[src/rtl/cl_tptn_gen_pkg.sv]
// Shared types for the Camera Link test-pattern generator: FSM states,
// pattern mode codes, the control-bit payload and counter sizing helpers.
package cl_tptn_gen_pkg;

    localparam int unsigned FW = 16;  // frame counter width

    typedef enum logic [2:0] {
        ST_IDLE   = 3'd0,
        ST_FSETUP = 3'd1,
        ST_LINE   = 3'd2,
        ST_HBLANK = 3'd3,
        ST_VBLANK = 3'd4
    } state_e;

    typedef enum logic [1:0] {
        TPTN_HRAMP = 2'd0,
        TPTN_CHECK = 2'd1,
        TPTN_FIXED = 2'd2,
        TPTN_VRAMP = 2'd3
    } mode_e;

    // Control bits sitting above the pixel bus in dout.
    typedef struct packed {
        logic dval;
        logic fval;
        logic lval;
    } cl_ctl_t;

    // Bits needed to hold a count of 0..n (never less than 1).
    function automatic int unsigned cnt_w(input int unsigned n);
        return (n < 1) ? 1 : $clog2(n + 1);
    endfunction

    function automatic int unsigned max3(input int unsigned a, input int unsigned b,
                                         input int unsigned c);
        int unsigned m;
        m = (a > b) ? a : b;
        return (m > c) ? m : c;
    endfunction

endpackage

[src/rtl/cl_tptn_gen_pix.sv]
// Per-tap pattern value: purely combinational, one instance per tap.
// All arithmetic wraps modulo 2**PW.
module cl_tptn_gen_pix
    import cl_tptn_gen_pkg::*;
#(
    parameter int unsigned PW  = 8,
    parameter int unsigned CHK = 2
) (
    input  mode_e         mode_i,
    input  logic [PW-1:0] p_i,
    input  logic [PW-1:0] y_i,
    input  logic [PW-1:0] f_i,
    input  logic [PW-1:0] fix_i,
    output logic [PW-1:0] pix_c_o
);

    logic chk_c;

    // Pattern select; checker square parity comes from the CHK bit of p and y.
    always_comb begin
        pix_c_o = '0;
        chk_c   = |(((p_i >> CHK) ^ (y_i >> CHK)) & PW'(1));
        case (mode_i)
            TPTN_HRAMP: pix_c_o = p_i + f_i;
            TPTN_CHECK: pix_c_o = {PW{chk_c}};
            TPTN_FIXED: pix_c_o = fix_i;
            TPTN_VRAMP: pix_c_o = y_i + f_i;
            default:    pix_c_o = '0;
        endcase
    end

endmodule

[src/rtl/cl_tptn_gen.sv]
// Camera Link test-pattern source: frames of H_LEN lines x L_LEN tap-cycles,
// TAPS pixels per clock, programmable H/V blanking and four patterns.
// Optional feature macro CL_TPTN_FNUM_EN: tap 0 of the first pixel of line 0
// carries the low PW bits of the frame counter instead of the pattern.
module cl_tptn_gen
    import cl_tptn_gen_pkg::*;
#(
    parameter int unsigned PW    = 8,
    parameter int unsigned TAPS  = 3,
    parameter int unsigned L_LEN = 6,
    parameter int unsigned H_LEN = 4,
    parameter int unsigned HBLK  = 2,
    parameter int unsigned VBLK  = 3,
    parameter int unsigned FVS   = 1,
    parameter int unsigned CHK   = 2
) (
    input  logic                 CLK,
    input  logic                 RST_X,
    input  logic                 en,
    input  logic [1:0]           mode,
    input  logic [PW-1:0]        fix_val,
    output logic [PW*TAPS+2:0]   dout,
    output logic                 busy,
    output logic                 frame_end
);

    localparam int unsigned DW = PW * TAPS;
    localparam int unsigned XW = cnt_w(L_LEN);
    localparam int unsigned YW = cnt_w(H_LEN);
    localparam int unsigned BW = cnt_w(max3(FVS, HBLK, VBLK));

    localparam logic [XW-1:0] X_LAST = XW'(L_LEN - 1);
    localparam logic [YW-1:0] Y_LAST = YW'(H_LEN - 1);
    localparam logic [BW-1:0] B_FVS  = BW'(FVS - 1);
    localparam logic [BW-1:0] B_HBLK = BW'(HBLK - 1);
    localparam logic [BW-1:0] B_VBLK = BW'(VBLK - 1);

    state_e            state_q, state_d;
    logic [XW-1:0]     x_q, x_d;
    logic [YW-1:0]     y_q, y_d;
    logic [BW-1:0]     b_q, b_d;
    logic [FW-1:0]     f_q, f_d;
    mode_e             mode_q, mode_d;
    logic [PW-1:0]     fix_q, fix_d;
    logic [DW+2:0]     dout_q, dout_d;
    logic              busy_q, busy_d;
    logic              fe_q, fe_d;

    cl_ctl_t                    ctl_c;
    logic [TAPS-1:0][PW-1:0]    tap_c;
    logic [DW-1:0]              pix_c;

    assign dout      = dout_q;
    assign busy      = busy_q;
    assign frame_end = fe_q;
    assign pix_c     = tap_c;

    // Per-tap pixel values for the current tap-cycle; tap 0 lands in the LSBs.
    for (genvar t = 0; t < TAPS; t++) begin : g_tap
        logic [PW-1:0] p_c;
        logic [PW-1:0] val_c;

        assign p_c = PW'(32'(x_q) * TAPS + 32'(t));

        cl_tptn_gen_pix #(
            .PW  (PW),
            .CHK (CHK)
        ) u_pix (
            .mode_i  (mode_q),
            .p_i     (p_c),
            .y_i     (PW'(y_q)),
            .f_i     (PW'(f_q)),
            .fix_i   (fix_q),
            .pix_c_o (val_c)
        );

`ifdef CL_TPTN_FNUM_EN
        if (t == 0) begin : g_fnum
            assign tap_c[t] = (x_q == '0 && y_q == '0) ? PW'(f_q) : val_c;
        end else begin : g_pat
            assign tap_c[t] = val_c;
        end
`else
        assign tap_c[t] = val_c;
`endif
    end

    // State, counters, latched frame settings and output registers.
    always_ff @(posedge CLK or negedge RST_X) begin
        if (!RST_X) begin
            state_q <= ST_IDLE;
            x_q     <= '0;
            y_q     <= '0;
            b_q     <= '0;
            f_q     <= '0;
            mode_q  <= TPTN_HRAMP;
            fix_q   <= '0;
            dout_q  <= '0;
            busy_q  <= 1'b0;
            fe_q    <= 1'b0;
        end else begin
            state_q <= state_d;
            x_q     <= x_d;
            y_q     <= y_d;
            b_q     <= b_d;
            f_q     <= f_d;
            mode_q  <= mode_d;
            fix_q   <= fix_d;
            dout_q  <= dout_d;
            busy_q  <= busy_d;
            fe_q    <= fe_d;
        end
    end

    // Frame sequencing; outputs are decoded from the current state so they
    // appear one edge after the state is entered.
    always_comb begin
        state_d = state_q;
        x_d     = x_q;
        y_d     = y_q;
        b_d     = b_q;
        f_d     = f_q;
        mode_d  = mode_q;
        fix_d   = fix_q;
        fe_d    = 1'b0;
        busy_d  = (state_q != ST_IDLE);
        ctl_c   = '0;
        dout_d  = '0;

        case (state_q)
            ST_IDLE: begin
                if (en) begin
                    state_d = ST_FSETUP;
                    b_d     = '0;
                end
            end
            ST_FSETUP: begin
                ctl_c.fval = 1'b1;
                if (b_q == B_FVS) begin
                    state_d = ST_LINE;
                    b_d     = '0;
                    x_d     = '0;
                    y_d     = '0;
                end else begin
                    b_d = b_q + BW'(1);
                end
            end
            ST_LINE: begin
                ctl_c = '{dval: 1'b1, fval: 1'b1, lval: 1'b1};
                if (x_q == X_LAST) begin
                    x_d     = '0;
                    b_d     = '0;
                    state_d = (y_q == Y_LAST) ? ST_VBLANK : ST_HBLANK;
                end else begin
                    x_d = x_q + XW'(1);
                end
            end
            ST_HBLANK: begin
                ctl_c.fval = 1'b1;
                if (b_q == B_HBLK) begin
                    state_d = ST_LINE;
                    b_d     = '0;
                    y_d     = y_q + YW'(1);
                end else begin
                    b_d = b_q + BW'(1);
                end
            end
            ST_VBLANK: begin
                if (b_q == B_VBLK) begin
                    fe_d    = 1'b1;
                    b_d     = '0;
                    y_d     = '0;
                    state_d = en ? ST_FSETUP : ST_IDLE;
                end else begin
                    b_d = b_q + BW'(1);
                end
            end
            default: begin
                state_d = ST_IDLE;
            end
        endcase

        if (fe_d) begin
            f_d = f_q + FW'(1);
        end

        // Pattern settings are frozen for the whole frame at FSETUP entry.
        if (state_d == ST_FSETUP && state_q != ST_FSETUP) begin
            mode_d = mode_e'(mode);
            fix_d  = fix_val;
        end

        dout_d = {ctl_c, ctl_c.lval ? pix_c : DW'(0)};
    end

endmodule

[config.mk]
export PLATFORM = sky130hd
export DESIGN_NAME = cl_tptn_gen
export DESIGN_NICKNAME = d
export VERILOG_FILES = /design/src/rtl/cl_tptn_gen_pkg.sv /design/src/rtl/cl_tptn_gen_pix.sv /design/src/rtl/cl_tptn_gen.sv
export SDC_FILE = /design/constraint.sdc
export NUM_CORES = 1
export LEC_CHECK = 0
export ABC_AREA = 1
export CAP_MARGIN = 20
export CORE_ASPECT_RATIO = 1.75
export CORE_MARGIN = 10
export CORE_UTILIZATION = 55
export CTS_CLUSTER_SIZE = 25
export DETAILED_ROUTE_END_ITERATION = 16
export GPL_TIMING_DRIVEN = 0
export PLACE_DENSITY_LB_ADDON = 0.08
export SLEW_MARGIN = 20
export SYNTH_ARGS = -nofsm -noshare
export SYNTH_HDL_FRONTEND = slang
export SYNTH_SLANG_ARGS = --single-unit
export TNS_END_PERCENT = 20
[constraint.sdc]
create_clock -name CLK -period 6.85 [get_ports CLK]
set_input_delay 1.37 -clock CLK [delete_from_list [all_inputs] [get_ports CLK]]
set_output_delay 1.37 -clock CLK [all_outputs]
set_load 0.05 [all_outputs]
# Word level (Yosys, flattened, before mapping)
# Cells that the tools add are included.
# totals
ff_bits,66
inputBits,13
output_inout_bits,29
wordCells,82
# classes
n_addsub,10
n_mul,1
eq_ne,18
mux,28
bitwise,3
reduce_logical,12
# op_table
cell,count
$pmux W8 S4,3
$mux W3,10
$mux W24,1
$add A16 B1 Y16 const B,1
$add A6 B8 Y8,2
$pmux W3 S5,1
$mux W2,5
$ne A2 B2 Y1 const B,5
$pmux W2 S5,1
$eq A3 B2 Y1 const B,3
$pmux W3 S3,1
$add A3 B8 Y8,1
$add A5 B8 Y8,1
$add A3 B1 Y3 const B,2
$add A5 B1 Y6 const B,1
$add A5 B2 Y6 const B,1
$eq A2 B2 Y1 const B,3
$eq A3 B1 Y1 const B,2
$eq A3 B3 Y1 const B,2
$pmux W3 S2,1
$reduce_bool A3 Y1,2
$mul A3 B2 Y5 const B,1
$mux W1,5
$reduce_bool A5 Y1,1
12 further kinds,16

# Logic depth before layout (Yosys ltp)
# Gate-level depths: netlist (run 1).
# logic_depth
depth_word,6
depth_mapped,17
depth_no_buf,17

# Modules after synthesis
# Synthesis (run 1) repeated with hierarchy kept, for this count alone.
# unflattened
hier_cells,708
area_unflattened_um2,4802.1
# by_module_without_submodules
mod,n_inst,cells_per_inst,area_per_inst_um2,seq_area_each_um2
cl_tptn_gen,1,308,2720.1,1426.4
cl_tptn_gen_pix (g_tap[0].u_pix ...),2,135,696.9,0.0
cl_tptn_gen_pix (g_tap[2].u_pix),1,130,688.2,0.0

# Least setup slack after synthesis (run 1)
# Ideal clock, no wire load.
# synth_path
path_type,reg-to-reg
startpoint,register x_q[0]
endpoint,"register dout_q[13], in the netlist dout[13]"
setup_ns,0.071
arrival_ns,2.659
required_ns,6.779
path_slack_ns,4.120
stages_incl_launch_ff,17
n_path_buf,0
synth_period_minus_slack_ns,2.730
cell_sequence,dfrtp_1 -> ha_1 -> fa_1 -> ha_1 -> xnor2_1 -> nand2_1 -> o21ai_0 -> inv_1 -> ha_1 -> nand2_1 -> inv_1 -> nand4_1 -> nand3_1 -> nand2_1 -> nand3_1 -> nand2_1 -> nor2_1
# synth_via
elab_chain_cells,5
word_cells_on_any_way,6
classes_between,add/sub (2); mul (1); mux (2); bitwise (1)
# synth_lines
item,line,rtl
from (decl),cl_tptn_gen.sv:39,"logic [XW-1:0] x_q, x_d;"
from (signal assigned),cl_tptn_gen.sv:92,x_q <= '0;
from (signal assigned),cl_tptn_gen.sv:103,x_q <= x_d;
$mul A3 B2 Y5 *,cl_tptn_gen.sv:63,assign p_c = PW'(32'(x_q) * TAPS + 32'(t));
$add A5 B1 Y6 *,cl_tptn_gen.sv:63,
$add A6 B8 Y8 or $xor A1 B1 Y1 (tied branches),"cl_tptn_gen_pix.sv:24, cl_tptn_gen_pix.sv:22",
$pmux W8 S4 *,cl_tptn_gen_pix.sv:23,case (mode_i)
$mux W24 *,cl_tptn_gen.sv:193,"dout_d = {ctl_c, ctl_c.lval ? pix_c : DW'(0)};"
named net dout_d[13],cl_tptn_gen.sv:45,"logic [DW+2:0] dout_q, dout_d;"
to (signal assigned),cl_tptn_gen.sv:109,dout_q <= dout_d;
to (decl),cl_tptn_gen.sv:45,
# Mark *: on every way through the listed nets, which the timed path passes. The rest lies on a longest branch.
# A chain may end at the register's enable or synchronous reset.

# Worst setup path in the final report (run 1)
# layout_path
startpoint,register x_q[0]
endpoint,"register dout_q[20], in the netlist dout[20]"
# layout_via
elab_chain_cells,5
word_cells_on_any_way,6
classes_between,add/sub (2); mul (1); mux (2); bitwise (1)
# layout_lines
item,line
$mul A3 B2 Y5 *,cl_tptn_gen.sv:63
$add A5 B2 Y6 *,cl_tptn_gen.sv:63
$add A6 B8 Y8 or $xor A1 B1 Y1 (tied branches),"cl_tptn_gen_pix.sv:24, cl_tptn_gen_pix.sv:22"
$pmux W8 S4 *,cl_tptn_gen_pix.sv:23
$mux W24 *,cl_tptn_gen.sv:193
named net dout_d[20],cl_tptn_gen.sv:45
# Marked as above.

==> results of run 1 <==
[synth_stat cells (all sizes together), types with 2 or more instances]
cell type  count  area [um2]
inv           83         312
mux2           5        56.3
xor2          12         105
a21boi         2        15.0
xnor2          8        70.1
o211ai         3        22.5
nor3           4        31.3
o22ai          4        25.0
or2            3        18.8
ha            32         400
nand4         12        75.1
dfrtp         57        1430
nor2          64         278
o21ai         21         109
buf            6        42.5
nand3         48         253
a21oi         20         100
fa             5         100
nand2        136         523
[cell type report]
class                   count  area (um2)
plain buffers               7        47.5
clock buffers              10         239
clock inverters             4        45.0
fillers                   637        2340
inverters                  84         315
multi-input cells         381        2200
flip-flops and latches     57        1430
well taps                  86         108
repair buffers             41         408
[kinds of logic (layout without fill, tap and decap cells)]
| logic type | count (synthesis) | count (layout) | synth area share, % |
|---|---|---|---|
| compound gates | 52 | 52 | 7.19 |
| xor+xnor | 20 | 20 | 4.39 |
| fa+ha+maj | 37 | 37 | 12.6 |
| buf+inv | 91 | 146 | 9.10 |
| flops | 57 | 57 | 35.8 |
| mux | 5 | 5 | 1.41 |
| simple gates | 267 | 267 | 29.6 |
[power by group through the flow]
stage | clock network (mW) | logic [mW] | registers [mW]
detailed placement | 0 | 1.41 | 0.528
finish | 0.432 | 1.43 | 0.523
global route | 0.449 | 1.56 | 0.538
floorplan | 0 | 0.764 | 0.734
CTS | 0.435 | 1.42 | 0.524
global placement | 0 | 1.39 | 0.520
[registers in the layout, indices dropped and copies added, names as in the netlist]
register,count
b_q,2
busy,1
dout,26
f_q,8
fix_q,8
frame_end,1
mode_q,2
state_q,3
x_q,3
y_q,3
[metal layers]
metal / up-vias / part of all wire [%]
li1: 1783 / -
met1: 1752 / 35
met4: 0 / 6.6
met5: - / 0
met2: 114 / 54
met3: 45 / 5.1
[cells in the final DEF (no fill, tap or decap), types with 8 or more instances in the layout]
cell	count
xor2_1	12
clkbuf_16	9
a21oi_1	20
nor2_1	57
o21ai_0	17
nand4_1	12
nand2_1	133
ha_1	32
dfrtp_1	57
nand3_1	47
inv_1	79
xnor2_1	8
clkdlybuf4s50_1	40
[through the flow]
stage / instance area, um2 / hold slack, ns / std cells / utilization (%) / worst slack (ns)
floorplan: 3990 / 0.480 / 529 / - / 4.12
global placement: 4500 / 0.492 / 656 / 63.2 / 2.72
detailed placement: 4500 / 0.498 / 656 / 63.1 / 3.65
CTS: 4790 / 0.509 / 670 / 67.1 / 3.64
global route: 4790 / 0.537 / 670 / 67.1 / 3.37
finish: 4790 / 0.506 / 670 / 67.1 / 3.60
[critical path, cell delays in order, from the launching register on]
cell	delay, ns
dfrtp_1	0.48
ha_1	0.28
fa_1	0.59
ha_1	0.29
xnor2_1	0.20
inv_1	0.06
ha_1	0.34
a21oi_1	0.21
o21ai_0	0.14
xnor2_1	0.32
nand2_1	0.10
nand2_1	0.08
nor2_1	0.04
[path summary, 6_finish.rpt]
check                                       end  cells past startpoint
max                          dout[20]$_DFF_PN0_                     12
min                        fix_q[4]$_DFFE_PN0P_                      1
max reg2reg                  dout[20]$_DFF_PN0_                     12
min reg2reg                fix_q[4]$_DFFE_PN0P_                      1
max in group asynchronous   frame_end$_DFF_PN0_                      1
min in group asynchronous    dout[23]$_DFF_PN0_                      1
==> results.cfg, run 1 <==
[outcome]
status = completed

[worst_hold_path]
min_path_type = reg2reg
hold_start = fix_q[4]$_DFFE_PN0P_

[synthesis]
yosys_warnings = 0
ys_ff_latch = 57
synth_edf_count = 0
syn_inst = 529
async_flop_share_pct = 100
synthFlopType = dfrtp_1
yosysUniqueCellTypes = 34
syn_area_per_cell_um2 = 7.54
synthesis.area_um2 = 3990
ys_seq_area_share_pct = 35.8
synth_nets = 579

[job]
maxCapViolations = 0

[cts]
clk_pin_slew_ns = 0.05
cts_buffer_depth = 2
post_cts_buffers = 0
numCtsBuffers = 9
htreeDepth = 3
clockRootBuffer = clkbuf_16
cts_sinks = 57
hold_buffers = 0
insertion_delay_ns = 0.33
cts_resized = 0
cts_tree = done

[sta]
final-setup-viol-count = 0
setup_tns_ns = 0
worst_slew_pin_slew_ns = 0.728
max_slew_margin_pct = 51.4
fmax_mhz = 308
finalMaxSlewViolations = 0
finalCritPeriodShare_pct = 47.4
fin_crit_ns = 3.25
finalHoldViolCount = 0
grt_setup_unrepaired = no
finClkSkew_ns = 0.00630

[floorplanning]
initial_core_util_pct = 55.9
die_h_um = 133
die_area_um2 = 11200
core-area_um2 = 7130
num_rows = 41
die_x_um = 84.4
io_pins = 42

[worst_setup_path]
critPathMaxFanout = 9
worstSetupEndpointType = flip-flop
regToRegSetupSlack_ns = 3.60
r2r_start = x_q[0]$_DFFE_PN0P_
required_ns = 7.07
crit_start = x_q[0]$_DFFE_PN0P_
crit_arrival_ns = 3.47
crit_type = reg2reg
setup.worst_path.start_class = flip-flop

[power_and_ir_drop]
leakagePower_nw = 2.52
p_int_mw = 1.21
power_density_nw_per_um2 = 498
power_frac_seq_pct = 22.0
peakVddDrop_v = 0.000288
p_clk_share_pct = 18.1
switchingPower_mw = 1.17
combPwrFrac_pct = 59.9
finalPower_mw = 2.38
switching_share_pct = 49.3

[layout]
layout-drive-gt1-share_pct = 8.05
antenna_cells = 0
layout.nets = 631
area_growth_pct = 20.1

[place]
gp_congestion = 0.913
place.port_buffers = 41
hpwl_um = 8750

[routing]
routed_via_density = 5.51
initialDrtViolationCount = 234
wl_per_cell_um = 16.3
drc = 0
drt-total-wl_um = 10900
drtPass1Iterations = 5
ant_nets = 0
via_count = 3694

[global_route]
overflow = 0
met1_usage_pct = 18.7
grt_max_degree = 58
antenna_found_initial = 0
use_met2_pct = 35.8
use_met3_pct = 4.61
grt_pass1_vias = 3806
grt-busiest-layer = met2
grt_pass1_wl_um = 17900
grt_use_total_pct = 19.8
Note: power is estimated with default switching activity, not from simulation.
==> run 2, diff against run 1 <==
--- a/config.mk
+++ b/config.mk
@@ -9,7 +9,7 @@
 export CAP_MARGIN = 20
 export CORE_ASPECT_RATIO = 1.75
 export CORE_MARGIN = 10
-export CORE_UTILIZATION = 55
+export CORE_UTILIZATION = 52
 export CTS_CLUSTER_SIZE = 25
 export DETAILED_ROUTE_END_ITERATION = 16
 export GPL_TIMING_DRIVEN = 0
==> constraint.sdc (replaced) <==
create_clock -name CLK -period 2.89 [get_ports CLK]
set_input_delay 0.578 -clock CLK [delete_from_list [all_inputs] [get_ports CLK]]
set_output_delay 0.578 -clock CLK [all_outputs]
set_load 0.05 [all_outputs]
==> run 2 against run 1 <==
  * Sequential power grew 130%
  * Cell count grew 1.3%
  * Critical endpoint is now dout[13]$_DFF_PN0_
  * Clock skew grew 0.00097 ns
  * Clock power grew to 2.8 times the previous value
==> results.cfg, run 2 (same netlist as run 1, synthesis figures left out) <==
[global_route]
grt_use_total_pct = 18.9
overflow = 0
grt_pass1_vias = 3586
grt_max_degree = 58
antenna_found_initial = 0
grt_pass1_wl_um = 17300

[cts]
hold_buffers = 0
clk_pin_slew_ns = 0.05
insertion_delay_ns = 0.33
cts_buffer_depth = 2
htreeDepth = 3
cts_sinks = 57
clockRootBuffer = clkbuf_16
numCtsBuffers = 9
cts_tree = done

[worst_setup_path]
crit_type = reg2reg
regToRegSetupSlack_ns = 0.07
reg2reg_to = dout[13]$_DFF_PN0_
setup.worst_path.start_class = flip-flop
worst_r2r_path_depth = 15
critPathMaxFanout = 5
required_ns = 3.11
worstSetupEndpointType = flip-flop
r2r_start = x_q[0]$_DFFE_PN0P_
crit_start = x_q[0]$_DFFE_PN0P_
crit_arrival_ns = 3.04

[routing]
initialDrtViolationCount = 245
ant_nets = 0
drc = 0
wl_per_cell_um = 15.8
via_count = 3599
routed_via_density = 5.30
drt-total-wl_um = 10700
drtPass1Iterations = 5

[sta]
worst_slew_pin_slew_ns = 0.721
max_slew_margin_pct = 51.9
finalCritPeriodShare_pct = 97.5
grt_setup_unrepaired = yes
finalMaxSlewViolations = 0
finClkSkew_ns = 0.00727
final-setup-viol-count = 0
holdWs_ns = 0.298
fin_crit_ns = 2.82
fmax_mhz = 355
finalHoldViolCount = 0

[floorplanning]
io_pins = 42
die_h_um = 136
die_x_um = 86.2
num_rows = 42
initial_core_util_pct = 53.0
core-area_um2 = 7510
die_area_um2 = 11700

[layout]
mostFrequentLayoutCells = nand2_1 (133), inv_1 (79), nor2_1 (57)
fillers = 668
utilization_pct = 65.8
layout.cells.non_filler = 679
largest_reg_flops = 26
final_area_um2 = 4950
layout-drive-gt1-share_pct = 11.0
seq_area_um2 = 1430
area_growth_pct = 24.1
multiInputGateArea_um2 = 2250
final_common_cell = nand2_1
layout.nets = 636
antenna_cells = 0

[place]
hpwl_um = 8450
place.port_buffers = 41
dpl.cell_count = 658
gp_congestion = 0.929
dpl_cell_area_um2 = 4500

[job]
maxCapViolations = 0

[worst_hold_path]
min_path_type = in2async

[power_and_ir_drop]
leakagePower_nw = 2.56
power_density_nw_per_um2 = 1200
peakVddDrop_v = 0.000732
finalPower_mw = 5.91

[outcome]
status = completed
run 2: cell count changes in the layout (fill, tap and decap cells not counted), sizes merged:
cell and change:
buf +5, clkinv -2, clkinvlp +1, clkbuf +1
bufinv +2
run 2: timing repair:
action / 4_1_cts / 5_1_grt
gates resized for setup: 6 / 9
pin swaps: 2 / 3
setup buffers: 5 / 0
setup endpoints to repair: 10 / 6
run 2: cell type report:
type                            instances  share of cell area [%]
Sequential cell                        57                    28.9
Inverter                               84                    6.37
Clock inverter                          5                    2.07
Tap cell                               88                    2.23
Multi-Input combinational cell        381                    45.6
Timing Repair Buffer                   46                    9.01
Buffer                                  7                   0.961
Clock buffer                           11                    4.91
run 2: stage by stage:
step | setup WS, ns | TNS (ns)
after floorplan | 0.160 | 0
after detailed placement | -0.326 | -1.54
final | 0.0726 | 0
after global routing | -0.0512 | -0.0527
after global placement | -0.463 | -27.44
after CTS | 0.0368 | 0
run 2: critical path, stage by stage (launching register included):
cell and delay, ns:
dfrtp_2 0.41, ha_2 0.21, fa_2 0.59, ha_1 0.18
xnor2_1 0.14, nand2_1 0.07, o21ai_0 0.07, inv_1 0.09
ha_4 0.30, nand2_1 0.08, inv_1 0.08, nand4_1 0.13
nand4_1 0.13, nand3_2 0.11, nand2_1 0.08, nor2_1 0.03
run 2: worst max path at each step:
stage / end / slack [ns] / depth (start not counted)
finish: dout[13]$_DFF_PN0_ / 0.07 / 15
global route: dout[13]$_DFF_PN0_ / -0.05 / 15
CTS: dout[20]$_DFF_PN0_ / 0.04 / 12
detailed placement: dout[12]$_DFF_PN0_ / -0.33 / 14
global placement: busy$_DFF_PN0_ / -0.46 / 1
floorplan: dout[13]$_DFF_PN0_ / 0.16 / 16
run 2: layer usage:
| layer | track usage, % | vias to the layer above | routed length, um |
|---|---|---|---|
| li1 | - | 1794 | - |
| met1 | 18.3 | 1667 | 3840 |
| met2 | 34.0 | 107 | 5780 |
| met3 | 5.03 | 31 | 553 |
| met4 | 11.8 | 0 | 552 |
| met5 | 0 | - | 0 |
run 2: power by group:
group | internal (mW) | switching (mW)
combinational | 1.19 | 2.27
sequential | 1.08 | 0.147
clock | 0.862 | 0.364
